### config.mk
export PLATFORM = sky130hd
export DESIGN_NAME = load_store_unit_flat
export DESIGN_NICKNAME = d
export VERILOG_FILES = /design/src/rtl/load_store_unit_if.sv /design/src/rtl/load_store_unit.sv /design/src/flat_wrapper.sv
export SDC_FILE = /design/constraint.sdc
export NUM_CORES = 1
export LEC_CHECK = 0
export ABC_AREA = 1
export BUFFER_PORTS_ARGS = -buffer_cell sky130_fd_sc_hd__buf_2
export CAP_MARGIN = 0
export CORE_MARGIN = 2
export CORE_UTILIZATION = 50
export DETAILED_ROUTE_END_ITERATION = 7
export PLACE_DENSITY = 0.87
export SLEW_MARGIN = 20
export SYNTH_ARGS = -nofsm -noshare
export SYNTH_HDL_FRONTEND = slang
export SYNTH_SLANG_ARGS = --single-unit
### constraint.sdc
create_clock -name clk -period 14.6 [get_ports clk]
set_input_delay 2.92 -clock clk [delete_from_list [all_inputs] [get_ports clk]]
set_output_delay 2.92 -clock clk [all_outputs]
set_load 0.01 [all_outputs]
### src/rtl/load_store_unit_if.sv
// rtl/load_store_unit_if.sv - request, response and data-memory port bundle for load_store_unit
interface load_store_unit_if #(
  parameter int ADDR_W = 64
);
  logic              req_valid;
  logic              req_ready;
  logic              req_write;
  logic [2:0]        req_funct3;
  logic [ADDR_W-1:0] req_addr;
  logic [31:0]       req_wdata;

  logic              resp_valid;
  logic              resp_ready;
  logic [31:0]       resp_rdata;
  logic              resp_err;

  logic [ADDR_W-1:0] mem_address;
  logic [31:0]       mem_write_data;
  logic [31:0]       mem_read_data;
  logic              mem_write_enable;
  logic              mem_read_enable;

  // The access controller's view: consumes requests, produces responses, drives the memory port.
  modport slave (
    input  req_valid, req_write, req_funct3, req_addr, req_wdata,
    output req_ready,
    output resp_valid, resp_rdata, resp_err,
    input  resp_ready,
    output mem_address, mem_write_data, mem_write_enable, mem_read_enable,
    input  mem_read_data
  );

  // The environment's view: execute stage issuing requests plus the data memory itself.
  modport master (
    output req_valid, req_write, req_funct3, req_addr, req_wdata,
    input  req_ready,
    input  resp_valid, resp_rdata, resp_err,
    output resp_ready,
    input  mem_address, mem_write_data, mem_write_enable, mem_read_enable,
    output mem_read_data
  );
endinterface

### src/rtl/load_store_unit.sv
// rtl/load_store_unit.sv - memory-stage load/store controller with RMW sub-word stores (optional MISALIGN_TRAP_EN alignment trap)
module load_store_unit #(
  parameter int MEM_BYTES = 64,
  parameter int ADDR_W    = 64
) (
  input  logic             clk,
  input  logic             rst,
  load_store_unit_if.slave bus
);

  typedef enum logic [2:0] {IDLE, LOAD, RMW_READ, WRITE, RESP} state_t;

  localparam logic [ADDR_W-1:0] LAST_ADDR = ADDR_W'(MEM_BYTES - 4);

  state_t            state;
  state_t            nextState;

  logic              isWrite;
  logic [2:0]        funct3;
  logic [ADDR_W-1:0] addr;
  logic [31:0]       wdata;
  logic [31:0]       mergeWord;
  logic [31:0]       rdata;
  logic              err;

  logic              funct3Ok;
  logic              rangeOk;
  logic              alignOk;
  logic              reqOk;
  logic [31:0]       loadExt;
  logic [31:0]       mergeNext;

  // Validate the incoming request so IDLE can both latch and branch on the accept edge.
  always_comb begin
    funct3Ok = 1'b0;
    if (bus.req_write) begin
      funct3Ok = bus.req_funct3 inside {3'b000, 3'b001, 3'b010};
    end else begin
      funct3Ok = bus.req_funct3 inside {3'b000, 3'b001, 3'b010, 3'b100, 3'b101};
    end
    rangeOk = (bus.req_addr <= LAST_ADDR);
    alignOk = 1'b1;
`ifdef MISALIGN_TRAP_EN
    // funct3[1:0] 01 covers H/HU/SH, 10 covers W/SW.
    if (bus.req_funct3[1:0] == 2'b01 && bus.req_addr[0] != 1'b0) begin
      alignOk = 1'b0;
    end
    if (bus.req_funct3[1:0] == 2'b10 && bus.req_addr[1:0] != 2'b00) begin
      alignOk = 1'b0;
    end
`endif
    reqOk = funct3Ok && rangeOk && alignOk;
  end

  // Extend the memory word for loads and splice store data into it for sub-word stores.
  always_comb begin
    case (funct3)
      3'b000:  loadExt = {{24{bus.mem_read_data[7]}}, bus.mem_read_data[7:0]};
      3'b001:  loadExt = {{16{bus.mem_read_data[15]}}, bus.mem_read_data[15:0]};
      3'b100:  loadExt = {24'h0, bus.mem_read_data[7:0]};
      3'b101:  loadExt = {16'h0, bus.mem_read_data[15:0]};
      default: loadExt = bus.mem_read_data;
    endcase
    if (funct3[0]) begin
      mergeNext = {bus.mem_read_data[31:16], wdata[15:0]};
    end else begin
      mergeNext = {bus.mem_read_data[31:8], wdata[7:0]};
    end
  end

  // State register; reset aborts any access in flight.
  always_ff @(posedge clk or posedge rst) begin
    if (rst) begin
      state <= IDLE;
    end else begin
      state <= nextState;
    end
  end

  // Datapath registers: request latch, merge word, load result and error flag.
  always_ff @(posedge clk or posedge rst) begin
    if (rst) begin
      isWrite   <= 1'b0;
      funct3    <= 3'b000;
      addr      <= '0;
      wdata     <= 32'h0;
      mergeWord <= 32'h0;
      rdata     <= 32'h0;
      err       <= 1'b0;
    end else begin
      case (state)
        IDLE: begin
          if (bus.req_valid) begin
            isWrite <= bus.req_write;
            funct3  <= bus.req_funct3;
            addr    <= bus.req_addr;
            wdata   <= bus.req_wdata;
            rdata   <= 32'h0;
            err     <= ~reqOk;
          end
        end
        LOAD:     rdata     <= loadExt;
        RMW_READ: mergeWord <= mergeNext;
        default: ;
      endcase
    end
  end

  // Next-state and output decode; enables come straight from state so reset kills them at once.
  always_comb begin
    nextState            = state;
    bus.req_ready        = 1'b0;
    bus.resp_valid       = 1'b0;
    bus.resp_rdata       = 32'h0;
    bus.resp_err         = 1'b0;
    bus.mem_address      = '0;
    bus.mem_write_data   = 32'h0;
    bus.mem_write_enable = 1'b0;
    bus.mem_read_enable  = 1'b0;
    case (state)
      IDLE: begin
        bus.req_ready = 1'b1;
        if (bus.req_valid) begin
          if (!reqOk) begin
            nextState = RESP;
          end else if (!bus.req_write) begin
            nextState = LOAD;
          end else if (bus.req_funct3 == 3'b010) begin
            nextState = WRITE;
          end else begin
            nextState = RMW_READ;
          end
        end
      end
      LOAD: begin
        bus.mem_read_enable = 1'b1;
        bus.mem_address     = addr;
        nextState           = RESP;
      end
      RMW_READ: begin
        bus.mem_read_enable = 1'b1;
        bus.mem_address     = addr;
        nextState           = WRITE;
      end
      WRITE: begin
        bus.mem_write_enable = 1'b1;
        bus.mem_address      = addr;
        bus.mem_write_data   = funct3[1] ? wdata : mergeWord;
        nextState            = RESP;
      end
      RESP: begin
        bus.resp_valid = 1'b1;
        bus.resp_rdata = (isWrite || err) ? 32'h0 : rdata;
        bus.resp_err   = err;
        if (bus.resp_ready) begin
          nextState = IDLE;
        end
      end
      default: nextState = IDLE;
    endcase
  end

endmodule
### src/flat_wrapper.sv
// flat-port wrapper written by rule: the top's interface ports become plain ports
module load_store_unit_flat 
#(
  parameter int MEM_BYTES = 64,
  parameter int ADDR_W    = 64
)
  (clk, rst, bus_req_valid, bus_req_write, bus_req_funct3, bus_req_addr, bus_req_wdata, bus_req_ready, bus_resp_valid, bus_resp_rdata, bus_resp_err, bus_resp_ready, bus_mem_address, bus_mem_write_data, bus_mem_write_enable, bus_mem_read_enable, bus_mem_read_data);
  load_store_unit_if #(.ADDR_W(ADDR_W)) bus_i ();
  input  logic clk;
  input  logic rst;
  input wire logic [$bits(bus_i.req_valid)-1:0] bus_req_valid;
  input wire logic [$bits(bus_i.req_write)-1:0] bus_req_write;
  input wire logic [$bits(bus_i.req_funct3)-1:0] bus_req_funct3;
  input wire logic [$bits(bus_i.req_addr)-1:0] bus_req_addr;
  input wire logic [$bits(bus_i.req_wdata)-1:0] bus_req_wdata;
  output wire logic [$bits(bus_i.req_ready)-1:0] bus_req_ready;
  output wire logic [$bits(bus_i.resp_valid)-1:0] bus_resp_valid;
  output wire logic [$bits(bus_i.resp_rdata)-1:0] bus_resp_rdata;
  output wire logic [$bits(bus_i.resp_err)-1:0] bus_resp_err;
  input wire logic [$bits(bus_i.resp_ready)-1:0] bus_resp_ready;
  output wire logic [$bits(bus_i.mem_address)-1:0] bus_mem_address;
  output wire logic [$bits(bus_i.mem_write_data)-1:0] bus_mem_write_data;
  output wire logic [$bits(bus_i.mem_write_enable)-1:0] bus_mem_write_enable;
  output wire logic [$bits(bus_i.mem_read_enable)-1:0] bus_mem_read_enable;
  input wire logic [$bits(bus_i.mem_read_data)-1:0] bus_mem_read_data;
  assign bus_i.req_valid = bus_req_valid;
  assign bus_i.req_write = bus_req_write;
  assign bus_i.req_funct3 = bus_req_funct3;
  assign bus_i.req_addr = bus_req_addr;
  assign bus_i.req_wdata = bus_req_wdata;
  assign bus_req_ready = bus_i.req_ready;
  assign bus_resp_valid = bus_i.resp_valid;
  assign bus_resp_rdata = bus_i.resp_rdata;
  assign bus_resp_err = bus_i.resp_err;
  assign bus_i.resp_ready = bus_resp_ready;
  assign bus_mem_address = bus_i.mem_address;
  assign bus_mem_write_data = bus_i.mem_write_data;
  assign bus_mem_write_enable = bus_i.mem_write_enable;
  assign bus_mem_read_enable = bus_i.mem_read_enable;
  assign bus_i.mem_read_data = bus_mem_read_data;
  load_store_unit #(.MEM_BYTES(MEM_BYTES), .ADDR_W(ADDR_W)) u_core (.clk(clk), .rst(rst), .bus(bus_i));
endmodule
== Word level (Yosys, flattened, before mapping) ==
Index checks and enable logic that the tools add are counted.

* Bits in registers: 168
* Output and inout port bits: 133
* Word-level logic and storage cells: 58

* Equal/unequal tests: 13
* Muxes and demuxes: 21
* Magnitude comparators: 1
* Bitwise gates (word level): 1
* Reductions and logical operators: 14

{| class="wikitable"
|+ Operator list
! cell !! number
|-
| two-way mux 32 bit || 5
|-
| one-hot mux 32 bit (4 select lines) || 1
|-
| <= comparator 64 x 6 -> 1 bit, second input constant || 1
|-
| two-way mux 64 bit || 1
|-
| one-hot mux 32 bit (2 select lines) || 1
|-
| two-way mux 16 bit || 1
|-
| == test 3 bit, second input constant || 5
|-
| two-way mux 3 bit || 4
|-
| one-hot mux 3 bit (4 select lines) || 1
|-
| == test 3 x 1 -> 1 bit, second input constant || 3
|-
| == test 3 x 2 -> 1 bit, second input constant || 3
|-
| logical NOT 3 bit || 3
|-
| two-way mux 1 bit || 7
|-
| AND reduction 2 bit || 3
|-
| nonzero test 5 bit || 1
|-
| != test 2 bit, second input constant || 2
|-
| OR reduction 2 bit || 2
|-
| nonzero test 3 bit || 1
|-
| OR reduction 3 bit || 1
|-
| nonzero test 2 bit || 1
|-
| logical AND 1 bit || 1
|-
| logical OR 1 bit || 1
|-
| NOT 1 bit || 1
|}

== Depth between registers and ports, before layout ==
Gate-level depths: netlist (run 1).

* Depth after elaboration: 7
* Depth in mapped cells: 10
* Depth with buffers taken out: 10

== Least setup slack after synthesis (run 1) ==
OpenSTA, ideal clock, no wires.

* Kind: flip-flop to output port
* Start: reg u_core.err
* End: out bus_resp_rdata[10]
* Slack: 10.413 ns
* Data arrival time: 1.267 ns
* Path buffers: 2
* Data required time: 11.680 ns
* Cell stages (with the launch flop): 5
* Cells stage by stage: dfrtp_1 -> or2_2 -> clkbuf_1 -> clkbuf_1 -> nor3_1

* Word-level cells in the longest chain between the ends: 3

{| class="wikitable"
|+ RTL lines
! what !! line !! source
|-
| start: declaration || load_store_unit.sv:24 || <nowiki>logic err;</nowiki>
|-
| start signal: assignment || load_store_unit.sv:99 || <nowiki>err <= ~reqOk;</nowiki>
|-
| logical OR 1 bit || load_store_unit.sv:153 || <nowiki>bus.resp_rdata = (isWrite || err) ? 32'h0 : rdata;</nowiki>
|-
| two-way mux 32 bit || load_store_unit.sv:153 ||
|-
| two-way mux 32 bit || load_store_unit.sv:120 || <nowiki>case (state)</nowiki>
|-
| end: declaration || flat_wrapper.sv:18 || <nowiki>output wire logic [$bits(bus_i.resp_rdata)-1:0] bus_resp_rdata;</nowiki>
|}

Every way passes these cells.

== Worst setup path in the final report (run 1) ==
* Start: reg u_core.state[2]
* End: out bus_mem_read_enable

* Word-level cells in the longest chain between the ends: 3
* Elaborated cells between the ends (all ways): 4
* Classes of those cells: eq/ne: 2; mux: 1; reduce/logical: 1

{| class="wikitable"
|+ RTL lines
! what !! line !! source
|-
| start: declaration || load_store_unit.sv:15 || <nowiki>state_t state;</nowiki>
|-
| start signal: assignment || load_store_unit.sv:76 || <nowiki>state <= nextState;</nowiki>
|-
| == test 3 x 2 -> 1 bit / == test 3 x 1 -> 1 bit (equally long branches) || load_store_unit.sv:120 ||
|-
| OR reduction 2 bit (no source line) (*) || -- ||
|-
| two-way mux 1 bit (*) || load_store_unit.sv:120 ||
|-
| end: declaration || flat_wrapper.sv:24 || <nowiki>output wire logic [$bits(bus_i.mem_read_enable)-1:0] bus_mem_read_enable;</nowiki>
|}

Mark *: on every way between the ends. The rest lies on a longest branch, timed or not.

==> qor.txt, run 1 <==
CTS
------------------------------------------------------------------------------------------
CTS Root Buffer Type                                                          sky130_fd_sc_hd__clkbuf_16
Number of levels in the clock H-tree                                                     4
CTS tree                                                                              done
TritonCTS buffer count                                                                  17
Sink count of the clock tree                                                           168
Clock transition at the registers of the reported paths                            0.06 ns
Count of instances resized after the clock tree is built                                 0
Number of buffers inserted by post-CTS setup repair                                      0
Clock latency at the later pin of the worst-skew pair                              0.42 ns
Number of hold buffers added after CTS                                                   0
Number of buffers between clock root and the deepest sink                                2

GRT
------------------------------------------------------------------------------------------
Largest net degree at the start of global routing                                      103
Global-route wire length before repair                                            36400 um
Global routing usage summed across all routing layers                                26.4%
Number of global-route vias before repair                                             7451
Final global-route overflow total                                                        0
Antenna violations before repair                                                         5

STA
------------------------------------------------------------------------------------------
Final hold violation count                                                               0
Final Slew Violations                                                                    0
Relative max-transition margin                                                       36.6%
Part of the cycle the worst path needs                                               35.7%
Final setup violating endpoints                                                          0
Setup clock skew after layout                                                   0.00761 ns
Highest attainable clock frequency                                                 192 MHz
Final critical delay including setup and external delays                           5.22 ns
Setup slack after layout                                                           9.38 ns
Unrepaired setup endpoints after global routing                                      false
Actual transition at the worst max-transition pin                                 0.951 ns
Worst-case hold slack                                                             0.483 ns
Summed negative setup slack over all endpoints                                        0 ns

SYNTH
------------------------------------------------------------------------------------------
Xor/xnor share of the synthesized area                                                  0%
Share of synthesized cell area in full adder, half adder and majority cells             0%
Count of state elements after synthesis                                                168
Library cells used by synthesis                                                         24
Compound-gate portion of the synthesized area                                        14.3%
Area of the mapped netlist                                                      8120 sq um
Count of warnings emitted by yosys                                                       0
Dominant combinational cell family by area after synthesis                    simple AND/OR/NAND/NOR gates
Post-Synthesis Cells                                                                  1055
Proportion of synthesized area in mux cells                                             0%
Synth Area per Inst                                                             7.70 sq um
Share of synthesized area occupied by flip-flops and latches                         51.8%
Post-synthesis simple-gate area fraction                                             21.9%
Nets in the synthesized netlist                                                       1191

PWR
------------------------------------------------------------------------------------------
Power density cells                                                            156 nW/um^2
Static leakage                                                                     5.58 nW
Total Power Consumption                                                            1.58 mW
Highest ir drop seen on vdd                                                      0.0825 mV

CRITICAL PATH
------------------------------------------------------------------------------------------
Crit. End Element                                                              output port
Capture point of the worst reg-to-reg path                                    u_core.addr[46]
Flop2flop setup slack                                                             11.52 ns
Data required time at the worst endpoint                                          11.68 ns
Cell Chain, Critical Path                                                     inv_2, nand2_1, nor2_2, buf_4, inv_2, nand2_1, buf_2
Type of element launching the critical path                                       register
Path depth of the worst reg2reg path                                                     7
Critical setup path kind                                                      register to output port
Library cell contributing the largest single delay on the critical path       sky130_fd_sc_hd__dfrtp_1
Maximum fanout count along the critical path                                            46
Critical path's largest stage delay                                                0.40 ns
R2R Path Start                                                                u_core.state[0]
Critical path arrival                                                              2.30 ns

PLACED DESIGN
------------------------------------------------------------------------------------------
Number of placed instances, taps included                                             1485
RD Place Congestion                                                                  0.846
Setup Slack @ Placement                                                            9.37 ns
Placement-stage cell area                                                       9500 sq um
Count of input and output buffers                                                      268
Post-DP HPWL                                                                      15800 um

FLOORPLANNING
------------------------------------------------------------------------------------------
Total Die Area                                                                 17300 sq um
Standard-cell row count                                                                 46
Overall die height                                                                  131 um
I/O pin total                                                                          269
Initial core utilization                                                             51.1%
Core footprint                                                                 15900 sq um
Horizontal extent of the die                                                        131 um

DRT
------------------------------------------------------------------------------------------
Count of unresolved DRC violations after routing                                         0
Detailed-routing iteration count for the pre-antenna-repair pass                         5
Vias per Instance                                                                     5.06
Count of routing violations after the opening detailed-route iteration                 562
Antenna violation net count after detailed routing                                       0
WL/cell                                                                            14.9 um
Number of vias after detailed routing                                                 7692
Final wirelength                                                                  22600 um

CELLS AND AREA
------------------------------------------------------------------------------------------
Layout cell share with drive strength beyond 1                                       25.8%
Share of the core filled with cells                                                  63.8%
Leading cell type in the layout, fill and taps excluded                       sky130_fd_sc_hd__buf_2
Final Instance Area                                                            10100 sq um
Relative area change from synthesis to final layout                                  24.7%
Post-route insts no fill                                                              1520
Commonest cells after routing, fill and taps aside                            sky130_fd_sc_hd__buf_2, sky130_fd_sc_hd__nand2_1, sky130_fd_sc_hd__inv_1
Final net count                                                                       1424

JOB
------------------------------------------------------------------------------------------
Max-Cap Viols                                                                            0

WORST HOLD PATH
------------------------------------------------------------------------------------------
Endpoint of the worst hold path                                               u_core.wdata[16]
Number of cells on the worst hold path                                                   2
Hold Startpoint                                                               u_core.wdata[16]
Worst hold path class                                                         register to register

OUTCOME
------------------------------------------------------------------------------------------
Outcome                                                                       finished, final reports clean

## cells in the mapped netlist
cell type	count	share of area, %
sky130_fd_sc_hd__nor2_2	3	0.23
sky130_fd_sc_hd__nand2_2	3	0.23
sky130_fd_sc_hd__nor3_1	32	2.0
sky130_fd_sc_hd__nand2_1	267	12
sky130_fd_sc_hd__buf_1	1	0.046
sky130_fd_sc_hd__nand4_1	4	0.31
sky130_fd_sc_hd__buf_2	16	0.99
sky130_fd_sc_hd__nand3_1	13	0.80
sky130_fd_sc_hd__inv_2	7	0.32
sky130_fd_sc_hd__or2_2	2	0.15
sky130_fd_sc_hd__o211ai_1	8	0.74
sky130_fd_sc_hd__clkbuf_1	29	1.3
sky130_fd_sc_hd__nor2_1	124	5.7
sky130_fd_sc_hd__o22ai_1	8	0.62
sky130_fd_sc_hd__buf_6	1	0.14
sky130_fd_sc_hd__o21ai_0	112	6.9
sky130_fd_sc_hd__a21oi_1	11	0.68
sky130_fd_sc_hd__o32ai_2	11	2.2
sky130_fd_sc_hd__o32ai_1	5	0.54
sky130_fd_sc_hd__inv_1	174	8.0
sky130_fd_sc_hd__nor2_4	1	0.14
sky130_fd_sc_hd__dfrtp_1	168	52
sky130_fd_sc_hd__o21ai_1	42	2.6
sky130_fd_sc_hd__buf_4	13	1.2
## cell type report
type / count / area (sq um)
tap: 216 / 270
inverter: 181 / 687
timing repair buffer: 274 / 1390
sequential: 168 / 4200
clock inverter: 11 / 171
antenna: 4 / 10.0
fill: 1351 / 5750
multi-input combinational: 646 / 2960
clock buffer: 20 / 447
## cells by family (layout without fill, tap and decap cells)
kind of cell	Yosys count	count (layout)
AND/OR/NAND/NOR	449	449
other	0	4
AO/OA/AOI/OAI	197	197
buffers and inverters	241	486
flip-flops	168	168
## registers in the layout, summed over array words and instances, names as in the netlist
register and cells:
u_core.addr 64, u_core.mergeWord 32, u_core.rdata 32, u_core.wdata 32
u_core.funct3 3, u_core.state 3, u_core.err 1, u_core.isWrite 1
## per-layer routing
metal / vias to the layer above / part of all wire [%] / GRT usage [%]
li1: 3729 / - / -
met3: 48 / 7.9 / 6.40
met2: 371 / 50 / 45.1
met5: - / 0.058 / 0
met4: 2 / 2.8 / 11.2
met1: 3542 / 39 / 32.0
## critical path: cells and delay by family (launching register included)
family	cells	cell delay (ns)
buffers and inverters	4	1.09
flip-flops	1	0.40
AND/OR/NAND/NOR	3	0.38
## how the worst max path moves through the flow
stage	from	endpoint	slack, ns	cells past startpoint
6_report	u_core.state[2]	bus_mem_read_enable	9.38	7
5_1_grt	u_core.state[2]	bus_mem_read_enable	9.19	7
4_1_cts	u_core.state[0]	bus_resp_rdata[25]	9.27	4
3_5_place_dp	bus_req_valid	u_core.addr[46]	9.37	5
3_3_place_gp	bus_req_valid	u_core.addr[54]	9.50	5
2_1_floorplan	rst	u_core.addr[0]	7.13	1
## power breakdown
group	internal, mW	total (mW)	switching [mW]
Clock	0.291	0.476	0.185
Combinational	0.126	0.441	0.315
Sequential	0.606	0.663	0.0569
Power figures use the tool's default switching activity.
==> run 2: changes to the inputs <==
--- a/config.mk
+++ b/config.mk
@@ -9,9 +9,9 @@
 export BUFFER_PORTS_ARGS = -buffer_cell sky130_fd_sc_hd__buf_2
 export CAP_MARGIN = 0
 export CORE_MARGIN = 2
-export CORE_UTILIZATION = 50
+export CORE_UTILIZATION = 46
 export DETAILED_ROUTE_END_ITERATION = 7
-export PLACE_DENSITY = 0.87
+export PLACE_DENSITY = 0.85
 export SLEW_MARGIN = 20
 export SYNTH_ARGS = -nofsm -noshare
 export SYNTH_HDL_FRONTEND = slang
==> constraint.sdc (replaced) <==
create_clock -name clk -period 4.7 [get_ports clk]
set_input_delay 0.94 -clock clk [delete_from_list [all_inputs] [get_ports clk]]
set_output_delay 0.94 -clock clk [all_outputs]
set_load 0.01 [all_outputs]
==> run 2 against run 1 <==
Net effect: worst setup slack got worse by 7.9 ns; critical endpoint unchanged; utilization fell by 5.2 points; wire length barely moved; sequential share of layout area barely moved; final cell count rose by 0.66%; clock skew rose by 0.0027 ns; critical path depth did not move; die area rose by 8.4%.
==> qor.txt, run 2 (synthesis gave the netlist of run 1 again) <==
FLOORPLANNING
--------------------------------------------------------------------------------------
Initial core utilization                                                         47.0%   was 51.1%
Total Die Area                                                             18700 sq um   was 17300 sq um
Standard-cell row count                                                             48   was 46
Overall die height                                                              137 um   was 131 um
I/O pin total                                                                      269   unchanged
Core footprint                                                             17300 sq um   was 15900 sq um
Horizontal extent of the die                                                    137 um   was 131 um

CRITICAL PATH
--------------------------------------------------------------------------------------
Endpoint of the most critical setup path                                  bus_mem_read_enable   unchanged
CP bufs+invs                                                                         4   unchanged
Critical path arrival                                                          2.29 ns   was 2.30 ns
Crit. End Element                                                          output port   unchanged
Path length in cells of the critical path                                            7   unchanged
Flop2flop setup slack                                                          2.17 ns   was 11.52 ns
Path depth of the worst reg2reg path                                                 8   was 7
Type of element launching the critical path                                   register   unchanged
Critical Path Source                                                      u_core.state[2]   unchanged
Cell Chain, Critical Path                                                 inv_2, nand2_1, nor2_2, buf_4, inv_2, nand2_1, buf_2   unchanged
Maximum fanout count along the critical path                                        46   unchanged
Capture point of the worst reg-to-reg path                                u_core.addr[16]   was u_core.addr[46]
R2R Path Start                                                            u_core.state[2]   was u_core.state[0]
Library cell contributing the largest single delay on the critical path   sky130_fd_sc_hd__dfrtp_1   unchanged
Critical path's largest stage delay                                            0.39 ns   was 0.40 ns
Data required time at the worst endpoint                                       3.76 ns   was 11.68 ns
Delay-heaviest family, CP                                                 buffers and inverters   unchanged
Critical setup path kind                                                  register to output port   unchanged

DRT
--------------------------------------------------------------------------------------
Detailed-routing iteration count for the pre-antenna-repair pass                     5   unchanged
Number of vias after detailed routing                                             7608   was 7692
WL/cell                                                                        14.8 um   was 14.9 um
Final wirelength                                                              22600 um   about the same
Antenna violation net count after detailed routing                                   0   unchanged
Count of routing violations after the opening detailed-route iteration             406   was 562
Count of unresolved DRC violations after routing                                     0   unchanged
Vias per Instance                                                                 4.97   was 5.06

CELLS AND AREA
--------------------------------------------------------------------------------------
Share of the core filled with cells                                              58.5%   was 63.8%
Commonest cells after routing, fill and taps aside                        sky130_fd_sc_hd__buf_2, sky130_fd_sc_hd__nand2_1, sky130_fd_sc_hd__inv_1   unchanged
Leading cell type in the layout, fill and taps excluded                   sky130_fd_sc_hd__buf_2   unchanged
Largest register by flop count                                             u_core.addr   unchanged
Max reg flops                                                                       64   unchanged
Final net count                                                                   1427   was 1424
Relative area change from synthesis to final layout                              24.6%   was 24.7%
Layout cell share with drive strength beyond 1                                   26.0%   was 25.8%
Filler Cells Inserted                                                             1530   was 1351

GRT
--------------------------------------------------------------------------------------
Global-route wire length before repair                                        35200 um   was 36400 um
Global routing usage summed across all routing layers                            24.3%   was 26.4%
Number of global-route vias before repair                                         7316   was 7451
Final global-route overflow total                                                    0   unchanged
Antenna violations before repair                                                     1   was 5
Largest net degree at the start of global routing                                  119   was 103

CTS
--------------------------------------------------------------------------------------
Count of instances resized after the clock tree is built                             0   unchanged
Clock transition at the registers of the reported paths                        0.06 ns   about the same
CTS Root Buffer Type                                                      sky130_fd_sc_hd__clkbuf_16   unchanged
TritonCTS buffer count                                                              17   unchanged
Number of levels in the clock H-tree                                                 4   unchanged
Number of buffers between clock root and the deepest sink                            2   unchanged
Number of buffers inserted by post-CTS setup repair                                  0   unchanged
Number of hold buffers added after CTS                                               0   unchanged
Sink count of the clock tree                                                       168   unchanged
CTS tree                                                                          done   unchanged
Clock latency at the later pin of the worst-skew pair                          0.43 ns   was 0.42 ns

PLACED DESIGN
--------------------------------------------------------------------------------------
RD Place Congestion                                                              0.829   was 0.846
Count of input and output buffers                                                  268   unchanged
Setup Slack @ Placement                                                        1.79 ns   was 9.37 ns
Post-DP HPWL                                                                  16400 um   was 15800 um

JOB
--------------------------------------------------------------------------------------
Max-Cap Viols                                                                        0   unchanged

PWR
--------------------------------------------------------------------------------------
Clock network power share                                                        28.2%   was 30.1%
Highest ir drop seen on vdd                                                   0.445 mV   was 0.0825 mV
Power density cells                                                        472 nW/um^2   was 156 nW/um^2
Switch share                                                                     36.6%   was 35.3%
Int Power                                                                      3.03 mW   was 1.02 mW
Switching power                                                                1.75 mW   was 557 uW
Logic pwr share                                                                  28.6%   was 27.9%
Sequential fraction of design power                                              43.2%   was 42.0%
Static leakage                                                                 5.57 nW   was 5.58 nW

STA
--------------------------------------------------------------------------------------
Setup clock skew after layout                                                0.0103 ns   was 0.00761 ns
Final Slew Violations                                                                0   unchanged
Final hold violation count                                                           0   unchanged
Final setup violating endpoints                                                      0   unchanged
Highest attainable clock frequency                                             309 MHz
Final critical delay including setup and external delays                       3.23 ns
Actual transition at the worst max-transition pin                              1.09 ns   was 0.951 ns
Worst-case hold slack                                                         0.479 ns   was 0.483 ns
Part of the cycle the worst path needs                                           68.8%
Unrepaired setup endpoints after global routing                                  false   unchanged
Summed negative setup slack over all endpoints                                    0 ns   unchanged
Relative max-transition margin                                                   26.9%   was 36.6%
Setup slack after layout                                                       1.47 ns   was 9.38 ns

OUTCOME
--------------------------------------------------------------------------------------
Outcome                                                                   finished, final reports clean   unchanged

WORST HOLD PATH
--------------------------------------------------------------------------------------
Worst hold path class                                                     register to register   unchanged

-- run 2: cell types whose count changed in the layout (fill, tap and decap cells not counted), sizes merged --
cell	change
inv	+1
bufinv	-3
clkinv	+2
buf	+3
diode	-3
clkinvlp	+2
clkbuf	-1
-- run 2: power groups by stage --
| stage | Combinational (mW) | Clock (mW) | Sequential, mW |
|---|---|---|---|
| 6_report | 1.37 | 1.35 | 2.06 |
| 2_1_floorplan | 1.09 | 0 | 2.02 |
| 3_5_place_dp | 1.37 | 0 | 2.09 |
| 3_3_place_gp | 1.32 | 0 | 2.06 |
| 4_1_cts | 1.38 | 1.37 | 2.06 |
| 5_1_grt | 1.57 | 1.43 | 2.10 |
-- run 2: routing by layer --
layer / GRT usage [%] / routed length (um) / part of all wire (%) / up-vias
met2: 41.7 / 11300 / 50 / 310
met1: 29.8 / 9050 / 40 / 3531
met4: 8.53 / 502 / 2.2 / 0
li1: - / - / - / 3734
met5: 0 / 0 / 0 / -
met3: 5.93 / 1770 / 7.8 / 33
-- run 2: layout make-up --
cell class	instances	area, sq um	area share (%)
inverters	181	686	6.77
diodes	1	2.50	0.0247
well taps	225	282	2.78
flip-flops and latches	168	4200	41.5
multi-input cells	646	2950	29.2
clock inverters	13	120	1.19
clock buffers	19	443	4.37
repair buffers	277	1430	14.2
-- run 2: worst min-delay path by stage --
stage	startpoint	end	cells after the start
3_5_place_dp	u_core.mergeWord[31]	u_core.mergeWord[31]	2
6_report	u_core.mergeWord[31]	u_core.mergeWord[31]	2
5_1_grt	u_core.mergeWord[17]	u_core.mergeWord[17]	2
3_3_place_gp	u_core.mergeWord[31]	u_core.mergeWord[31]	2
2_1_floorplan	u_core.mergeWord[16]	u_core.mergeWord[16]	2
4_1_cts	u_core.mergeWord[31]	u_core.mergeWord[31]	2
-- run 2: tightest hold or removal path, delay by kind of cell, from the launching register on --
kind	cells	cell delay, ns
flip-flops	1	0.34
AND/OR/NAND/NOR	2	0.11
-- run 2: through the flow --
stage	area [sq um]	power [mW]	cells
after detailed placement	9560	3.46	1497
final	10100	4.78	1530
after global routing	10100	5.10	1530
after floorplan	8130	3.10	1055
after CTS	10100	4.81	1529
after global placement	9560	3.38	1497
==> run 3: changes to the inputs <==
--- a/config.mk
+++ b/config.mk
@@ -9,9 +9,9 @@
 export BUFFER_PORTS_ARGS = -buffer_cell sky130_fd_sc_hd__buf_2
 export CAP_MARGIN = 0
 export CORE_MARGIN = 2
-export CORE_UTILIZATION = 46
+export CORE_UTILIZATION = 50
 export DETAILED_ROUTE_END_ITERATION = 7
-export PLACE_DENSITY = 0.85
+export PLACE_DENSITY = 0.87
 export SLEW_MARGIN = 20
 export SYNTH_ARGS = -nofsm -noshare
 export SYNTH_HDL_FRONTEND = slang
==> constraint.sdc (replaced) <==
create_clock -name clk -period 3.2 [get_ports clk]
set_input_delay 0.64 -clock clk [delete_from_list [all_inputs] [get_ports clk]]
set_output_delay 0.64 -clock clk [all_outputs]
set_load 0.01 [all_outputs]
==> run 3 against run 2 <==
Net effect: cell area grew 0.57%; register-to-register slack lost 1.3 ns; first-iteration DRC count grew 6.7%; non-clock buffer count grew 3; worst setup slack lost 1.2 ns; clock power grew 53%; critical path type unchanged; critical endpoint is now bus_resp_rdata[6].
==> qor.txt, run 3 (synthesis gave the netlist of run 1 again) <==
OUTCOME
--------------------------------------------------------------------------------------
Outcome                                                                   finished, final reports clean   unchanged

CTS
--------------------------------------------------------------------------------------
Sink count of the clock tree                                                       168   unchanged
Clock transition at the registers of the reported paths                        0.06 ns   about the same
Number of hold buffers added after CTS                                               0   unchanged
Number of levels in the clock H-tree                                                 4   unchanged
Clock latency at the later pin of the worst-skew pair                          0.43 ns   about the same
CTS tree                                                                          done   unchanged
Count of instances resized after the clock tree is built                             0   unchanged
CTS Root Buffer Type                                                      sky130_fd_sc_hd__clkbuf_16   unchanged
TritonCTS buffer count                                                              17   unchanged
Number of buffers inserted by post-CTS setup repair                                  0   unchanged
Number of buffers between clock root and the deepest sink                            2   unchanged

STA
--------------------------------------------------------------------------------------
Part of the cycle the worst path needs                                           91.0%
Final setup violating endpoints                                                      0   unchanged
Summed negative setup slack over all endpoints                                    0 ns   unchanged
Relative max-transition margin                                                   36.9%   was 26.9%
Unrepaired setup endpoints after global routing                                  false   unchanged
Highest attainable clock frequency                                             344 MHz
Final Slew Violations                                                                0   unchanged
Setup clock skew after layout                                               0.00967 ns   was 0.0103 ns
Final critical delay including setup and external delays                       2.91 ns
Final hold violation count                                                           0   unchanged
Actual transition at the worst max-transition pin                             0.947 ns   was 1.09 ns

DRT
--------------------------------------------------------------------------------------
WL/cell                                                                        14.4 um   was 14.8 um
Detail Route met3 WL                                                           1480 um   was 1770 um
Antenna violation net count after detailed routing                                   0   unchanged
Final wirelength                                                              22000 um   was 22600 um
Met2 Routed Length                                                            11000 um   was 11300 um
Count of unresolved DRC violations after routing                                     0   unchanged
Detailed-routing iteration count for the pre-antenna-repair pass                     5   unchanged
Number of vias after detailed routing                                             7669   was 7608
Top layer used by detailed routing                                                met4   unchanged
Count of routing violations after the opening detailed-route iteration             433   was 406
Vias per Instance                                                                 5.02   was 4.97
Routed met1 length                                                             8750 um   was 9050 um

FLOORPLANNING
--------------------------------------------------------------------------------------
Total Die Area                                                             17300 sq um   was 18700 sq um
Initial core utilization                                                         51.1%   was 47.0%
I/O pin total                                                                      269   unchanged
Standard-cell row count                                                             46   was 48
Horizontal extent of the die                                                    131 um   was 137 um
Overall die height                                                              131 um   was 137 um
Core footprint                                                             15900 sq um   was 17300 sq um

GRT
--------------------------------------------------------------------------------------
Global-route wire length before repair                                        35700 um   was 35200 um
Global routing usage summed across all routing layers                            25.8%   was 24.3%
Largest net degree at the start of global routing                                  169   was 119
Final global-route overflow total                                                    0   unchanged
Antenna violations before repair                                                     4   was 1
Number of global-route vias before repair                                         7389   was 7316

CRITICAL PATH
--------------------------------------------------------------------------------------
Cell Chain, Critical Path                                                 nor2_2, nand2_1, buf_4, nor3_1, buf_2   was inv_2, nand2_1, nor2_2, buf_4, inv_2, nand2_1, buf_2
Data required time at the worst endpoint                                       2.56 ns   was 3.76 ns
Critical setup path kind                                                  register to output port   unchanged
Type of element launching the critical path                                   register   unchanged
Critical path arrival                                                          2.27 ns   was 2.29 ns
Library cell contributing the largest single delay on the critical path   sky130_fd_sc_hd__nand2_1   was sky130_fd_sc_hd__dfrtp_1
Critical path's largest stage delay                                            0.53 ns   was 0.39 ns
Crit. End Element                                                          output port   unchanged
Maximum fanout count along the critical path                                        29   was 46

CELLS AND AREA
--------------------------------------------------------------------------------------
Max reg flops                                                                       64   unchanged
Filler Cells Inserted                                                             1332   was 1530
Leading cell type in the layout, fill and taps excluded                   sky130_fd_sc_hd__buf_2   unchanged
Final Instance Area                                                        10200 sq um   was 10100 sq um
Post-route insts no fill                                                          1527   was 1530
Relative area change from synthesis to final layout                              25.4%   was 24.6%
Largest register by flop count                                             u_core.addr   unchanged
Final net count                                                                   1430   was 1427
Layout cell share with drive strength beyond 1                                   26.2%   was 26.0%
Commonest cells after routing, fill and taps aside                        sky130_fd_sc_hd__buf_2, sky130_fd_sc_hd__nand2_1, sky130_fd_sc_hd__inv_1   unchanged

PLACED DESIGN
--------------------------------------------------------------------------------------
RD Place Congestion                                                              0.826   was 0.829
Placement-stage cell area                                                   9580 sq um   was 9560 sq um
Count of input and output buffers                                                  268   unchanged
Post-DP HPWL                                                                  15500 um   was 16400 um
Number of placed instances, taps included                                         1491   was 1497

PWR
--------------------------------------------------------------------------------------
Static leakage                                                                 5.60 nW   was 5.57 nW
Total Power Consumption                                                        7.10 mW   was 4.78 mW
Highest ir drop seen on vdd                                                   0.487 mV   was 0.445 mV
Power density cells                                                        697 nW/um^2   was 472 nW/um^2

WORST HOLD PATH
--------------------------------------------------------------------------------------
Worst hold path class                                                     input pin to asynchronous set/reset pin   was register to register

JOB
--------------------------------------------------------------------------------------
Max-Cap Viols                                                                        0   unchanged

## run 3: cell count changes in the layout (fill, tap and decap cells not counted), sizes merged
cell and delta:
buf +3, diode +3, inv +3, clkbuf -2, bufinv +1, clkinv -1
clkinvlp -1
## run 3: cell type report
class                   instances  area [sq um]  share of cell area (%)
clock inverters                15           166                    1.63
flip-flops and latches        168          4200                    41.3
well taps                     216           270                    2.65
clock buffers                  17           425                    4.18
repair buffers                280          1470                    14.4
inverters                     181           686                    6.73
multi-input cells             646          2950                    29.0
diodes                          4          10.0                  0.0983
## run 3: path summary, 6_finish.rpt
| path | start | to | slack [ns] | cells after the start |
|---|---|---|---|---|
| max in group asynchronous | rst | u_core.rdata[6] | 2.06 | 3 |
| min | rst | u_core.mergeWord[28] | 0.40 | 3 |
| min in group clk | bus_req_wdata[29] | u_core.wdata[29] | 0.41 | 3 |
| min reg2reg | u_core.mergeWord[17] | u_core.mergeWord[17] | 0.48 | 2 |
| max | u_core.state[0] | bus_resp_rdata[6] | 0.29 | 5 |
| max reg2reg | u_core.state[0] | u_core.state[2] | 0.89 | 8 |
## run 3: critical path, delay by kind of cell, from the launching register on
kind | cells | cell delay (ns)
flip-flops | 1 | 0.47
buffers and inverters | 2 | 0.55
AND/OR/NAND/NOR | 3 | 0.83
## run 3: per-stage QoR
stage / util, % / hold slack [ns] / worst slack (ns)
after floorplan: - / 0.442 / 0.419
after global placement: 60.3 / 0.458 / 0.845
after detailed placement: 60.3 / 0.460 / 0.746
after CTS: 64.0 / 0.394 / 0.285
after global routing: 64.1 / 0.410 / 0.109
final: 64.1 / 0.404 / 0.289
## run 3: power breakdown
group / switching, mW / internal (mW) / total, mW
Combinational: 1.41 / 0.603 / 2.01
Sequential: 0.252 / 2.76 / 3.01
Clock: 0.904 / 1.17 / 2.07
## run 3: per-layer routing
metal  vias to the layer above  GRT usage (%)
met5                         -              0
met4                         0           12.2
met3                        50           5.21
met2                       302           44.2
met1                      3579           31.2
li1                       3738              -
